**config.mk**
```make
export PLATFORM = sky130hd
export DESIGN_NAME = data_mem_responder
export DESIGN_NICKNAME = d
export VERILOG_FILES = /design/src/rtl/data_mem_responder.sv
export SDC_FILE = /design/constraint.sdc
export NUM_CORES = 2
export LEC_CHECK = 0
export BUFFER_PORTS_ARGS = -buffer_cell sky130_fd_sc_hd__buf_2
export CELL_PAD_IN_SITES_DETAIL_PLACEMENT = 1
export CELL_PAD_IN_SITES_GLOBAL_PLACEMENT = 1
export CORE_ASPECT_RATIO = 1.4
export CORE_MARGIN = 2
export CORE_UTILIZATION = 29
export DETAILED_ROUTE_END_ITERATION = 8
export GPL_ROUTABILITY_DRIVEN = 0
export PLACE_DENSITY = 0.57
export SYNTH_ARGS = -nofsm -noshare
export SYNTH_HDL_FRONTEND = slang
export SYNTH_SLANG_ARGS = --single-unit
```
**constraint.sdc**
```tcl
create_clock -name clk -period 82.4 [get_ports clk]
set_clock_uncertainty 0.15 [all_clocks]
set_input_delay 12.36 -clock clk [delete_from_list [all_inputs] [get_ports clk]]
set_output_delay 12.36 -clock clk [all_outputs]
set_load 0.005 [all_outputs]
```
**src/rtl/data_mem_responder.sv**
```systemverilog
// data_mem_responder: single-port word memory slave with req/ack handshake.
// Requests are latched in IDLE and completed with a one-cycle ack. Accesses
// that are misaligned or outside 4*DEPTH bytes complete with err and rdata=0.
// Optional feature macro DMEM_WAIT_STATE_EN: adds a WAIT state that delays
// ack by WAIT_CYCLES cycles. Without it, ack follows the accepting edge.
module data_mem_responder #(
  parameter int unsigned WAIT_CYCLES = 2,
  parameter int unsigned DEPTH       = 64
) (
  input  logic        clk,
  input  logic        rst,
  input  logic        req,
  input  logic        we,
  input  logic [31:0] addr,
  input  logic [31:0] wdata,
  output logic [31:0] rdata,
  output logic        ack,
  output logic        busy,
  output logic        err
);

  localparam int unsigned AW    = (DEPTH > 1) ? $clog2(DEPTH) : 1;
  localparam logic [31:0] LIMIT = 32'(4 * DEPTH);

  // Elaboration-time guard on the legal parameter ranges.
  if (WAIT_CYCLES > 15 || DEPTH > 64 || DEPTH < 2 || (DEPTH & (DEPTH - 1)) != 0)
  begin : g_param_check
    $error("data_mem_responder: WAIT_CYCLES must be 0..15, DEPTH a power of two in 2..64");
  end

`ifdef DMEM_WAIT_STATE_EN
  localparam logic [3:0] W_EFF = 4'(WAIT_CYCLES);
  typedef enum logic [1:0] {IDLE, WAIT, RESP} state_t;
  logic [3:0]  cnt;
  logic        lat_we;
  logic [31:0] lat_addr;
  logic [31:0] lat_wdata;
`else
  typedef enum logic [1:0] {IDLE, RESP} state_t;
`endif

  state_t      state;
  logic [31:0] mem [DEPTH];

  // Request being committed this edge (live inputs when entering RESP from IDLE)
  logic          go_resp;
  logic          c_we;
  logic [31:0]   c_addr;
  logic [31:0]   c_wdata;
  logic          illegal;
  logic [AW-1:0] idx;

  // Select the committing request and decide whether this edge enters RESP.
  always_comb begin
    c_we    = we;
    c_addr  = addr;
    c_wdata = wdata;
    go_resp = 1'b0;
    case (state)
`ifdef DMEM_WAIT_STATE_EN
      IDLE: go_resp = req && (W_EFF == 4'd0);
      WAIT: begin
        c_we    = lat_we;
        c_addr  = lat_addr;
        c_wdata = lat_wdata;
        go_resp = (cnt == 4'd1);
      end
`else
      IDLE: go_resp = req;
`endif
      default: go_resp = 1'b0;
    endcase
  end

  // Legality and word index of the committing request.
  always_comb begin
    illegal = (c_addr[1:0] != 2'b00) || (c_addr >= LIMIT);
    idx     = c_addr[AW+1:2];
  end

  // Control FSM with registered ack/busy/err and load data.
  always_ff @(posedge clk or posedge rst) begin
    if (rst) begin
      state <= IDLE;
      ack   <= 1'b0;
      busy  <= 1'b0;
      err   <= 1'b0;
      rdata <= '0;
`ifdef DMEM_WAIT_STATE_EN
      cnt       <= '0;
      lat_we    <= 1'b0;
      lat_addr  <= '0;
      lat_wdata <= '0;
`endif
    end else begin
      ack <= 1'b0;
      err <= 1'b0;
`ifdef DMEM_WAIT_STATE_EN
      if (state == IDLE && req) begin
        lat_we    <= we;
        lat_addr  <= addr;
        lat_wdata <= wdata;
      end
`endif
      if (go_resp) begin
        state <= RESP;
        ack   <= 1'b1;
        busy  <= 1'b1;
        err   <= illegal;
        if (illegal)
          rdata <= '0;
        else if (!c_we)
          rdata <= mem[idx];
`ifdef DMEM_WAIT_STATE_EN
        cnt <= '0;
`endif
      end else begin
        case (state)
`ifdef DMEM_WAIT_STATE_EN
          IDLE: begin
            if (req) begin
              state <= WAIT;
              cnt   <= W_EFF;
              busy  <= 1'b1;
            end
          end
          WAIT: cnt <= cnt - 4'd1;
`else
          IDLE: ;
`endif
          RESP: begin
            state <= IDLE;
            busy  <= 1'b0;
          end
          default: begin
            state <= IDLE;
            busy  <= 1'b0;
          end
        endcase
      end
    end
  end

  // Memory array: cleared by reset, written only by a legal store entering RESP.
  always_ff @(posedge clk or posedge rst) begin
    if (rst) begin
      for (int unsigned i = 0; i < DEPTH; i++)
        mem[AW'(i)] <= '0;
    end else if (go_resp && c_we && !illegal) begin
      mem[idx] <= c_wdata;
    end
  end

endmodule

```
==> results.md <==
- Status: completed
- P_int: 1.61 mW
- Grt total ovfl: 0
- Core ar.: approximately 320000 um2
- Sequential power share: 48.1%
- CTS tree: built
- Initial antenna violation count: 28
- Placed Cells: ~10000
- DR WL met3: approximately 13 mm
- Total power draw: 2.13 mW
- Number of remaining DRC errors: 0
- Kind of critical path: primary input to async pin
- Critical Path End Type: async pin
- #FFs+latches synth: roughly 2100
- Port Buffers: 102
- Critical Path AT: 18850 ps
- RSZ-0062 raised after global routing: no
- DR vias: between 50000 and 60000
- Worst-skew pair later-pin latency: approximately 900 ps
- Max Buffers Root-to-Sink: 4
- Resized cells post-CTS: 0
- H-tree levels: 4
- Largest net degree at the start of global routing: 169
- VDD IR max: 0.0000147 V
- Vias in the first global route: 63096
- TritonCTS buffer count: 212
- Synth async-reset ratio: 100%
- Worst slew pin tran: 1350 ps
- Pwr dens: between 20 and 25 nW/um2
- Leak: 50.2 nW
- Switching power: 0.514 mW
- Routed length on met1: 140 mm
- DRT iter0 DRCs: between 3000 and 4000
- Area leader, netlist: dfrtp_1
- Cell Area, Synth: 93800 um2
- Post-DRT Antenna Nets: 0
- Clock share of power: between 40% and 50%
- Share of cells above drive strength 1: 45.3%
- Max_cap viols: 0
- Vias per inst: about 5.4
- Post-CTS setup buffers: 0
- Synth Area per Inst: 14.6 um2
- Worst Path Required: 83100 ps
- Total die area: 328000 um2
- Area contributors post-synth: dfrtp_1 56%, mux2_2 24%, mux4_2 5.8%
- Max Slew Vio Count: 0
- Total GRT Usage: approximately a fifth
- Post-route setup TNS: 0 ps
- Synth warn: 0
- Worst Hold Class: flop to flop
- CTS Root Cell: clkbuf_16
- Top FF cell, synth: dfrtp_1
- Die height: approximately 680 um
- First-pass GRT wire length: 488 mm
- Register area share after synthesis: 55.5%
- Top sig layer: met5
- Avg WL per Cell: about 32 um
- Post-synth EDFFs: 0
- Most frequent cell after synthesis: dfrtp_1
- Non-filler instance count after layout: ~11000
- Period minus WS final: ~18000 ps
- Starting Density: 29.1%
- Slew margin rel.: 8.98%
- Ports: 103
- Fin area: 105000 um2
- Combinational fraction of design power: 5.3%
- Crit start category: primary input
- Commonest cells post-synth: 2083 x dfrtp_1, 1962 x mux2_2, 330 x clkbuf_1, 256 x mux2i_1, 242 x mux4_2
- Synth Instances: 6441
- DP HPWL: just over 200 mm
- NumNets Final: 6328
- Top cell type's share of synthesized area: 55.5%
- Cell Area, Placed: between 90000 and 100000 um2
- Worst-path clk slew: about 60 ps
- Hold-fix buffers at CTS: 0
- DR WL met2: 172 mm
- FMAX: ~55 MHz
- Final hold violation count: 0
- Final setup fails: 0
- Chip width: 485 um
- P&R area growth vs syn: 12.2%
- Routed wire length: between 300 and 400 mm
- Switching Share: between 20% and 30%
- Count of unique library cells instantiated by Yosys: 64
- Tcrit/Tclk final: 22.0%
- Row count: 247
- Router iterations before antenna repair: 6
- Syn nets: 6509
- Fin Hold WS: 302 ps
- Crit-path max FO: around 160
- Clock Sinks: 2083
worst max-delay path, stage by stage:
cell	delay [ps]
buf_2	150
inv_8	480
buf_4	780
buf_4	630
buf_12	650
buf_4	890
buf_4	680
buf_4	840
buf_4	950
stage by stage:
stage	utilization, %	setup slack (ps)
3_5_place_dp	30.5	62970
2_1_floorplan	-	11050
6_report	32.6	64250
3_3_place_gp	30.5	63280
5_1_grt	32.6	63340
4_1_cts	32.6	63930
path summary, 6_finish.rpt:
| path | startpoint | to | slack [ps] | cells after the start |
|---|---|---|---|---|
| worst max-delay path | rst | mem[1025] | 64250 | 9 |
| worst min-delay path | state[0] | state[0] | 300 | 1 |
| worst max register to register | state[0] | mem[2008] | 78230 | 8 |
| worst min register to register | state[0] | state[0] | 300 | 1 |
| max in group clk | addr[2] | rdata[28] | 65970 | 10 |
| min in group asynchronous | rst | mem[2013] | 11490 | 2 |
logic make-up after synthesis:
kind of cell    Yosys count  share of synthesized area (%)
simple gates            408                           2.10
mux                    2555                           33.2
compound gates          713                           5.64
flops                  2083                           55.5
buf+inv                 682                           3.48
registers in the layout, summed over array words and instances, names as in the netlist:
signal / flops
mem: 2048
rdata: 32
ack: 1
err: 1
state: 1
area by class of cell:
type | instances | area, um2
antenna | 13 | 32.5
clock buffer | 318 | 6330
clock inverter | 61 | 668
fill | 33449 | 217000
inverter | 4 | 30.0
multi-input combinational | 3676 | 38800
sequential | 2083 | 52100
tap | 4233 | 5300
timing repair buffer | 283 | 2010
power by group through the flow:
| stage | sequential, mW | clock (mW) | combinational [mW] |
|---|---|---|---|
| after floorplan | 1.05 | 0 | 0.0674 |
| after global placement | 1.04 | 0 | 0.111 |
| after detailed placement | 1.04 | 0 | 0.113 |
| after CTS | 1.02 | 1.02 | 0.113 |
| after global routing | 1.02 | 1.05 | 0.120 |
| final | 1.02 | 0.993 | 0.112 |
cells in the final DEF (no fill, tap or decap), types with 80 or more instances in the layout:
cell type | netlist | final
dfrtp_1 | 2083 | 2083
o221ai_1 | 201 | 201
nor2_1 | 97 | 80
mux2i_1 | 256 | 256
mux4_2 | 242 | 242
nand2_1 | 162 | 156
mux2_2 | 1962 | 1962
o21ai_0 | 83 | 83
buf_2 | 137 | 98
mux2_1 | 95 | 95
o22ai_1 | 145 | 145
clkbuf_16 | 0 | 216
buf_4 | 141 | 173
metal layers:
metal	track usage (%)	vias to the layer above
li1	-	23620
met1	25.7	32315
met2	35.6	1393
met3	2.47	576
met4	8.52	6
met5	0	-
Note: power is estimated with default switching activity, not from simulation.
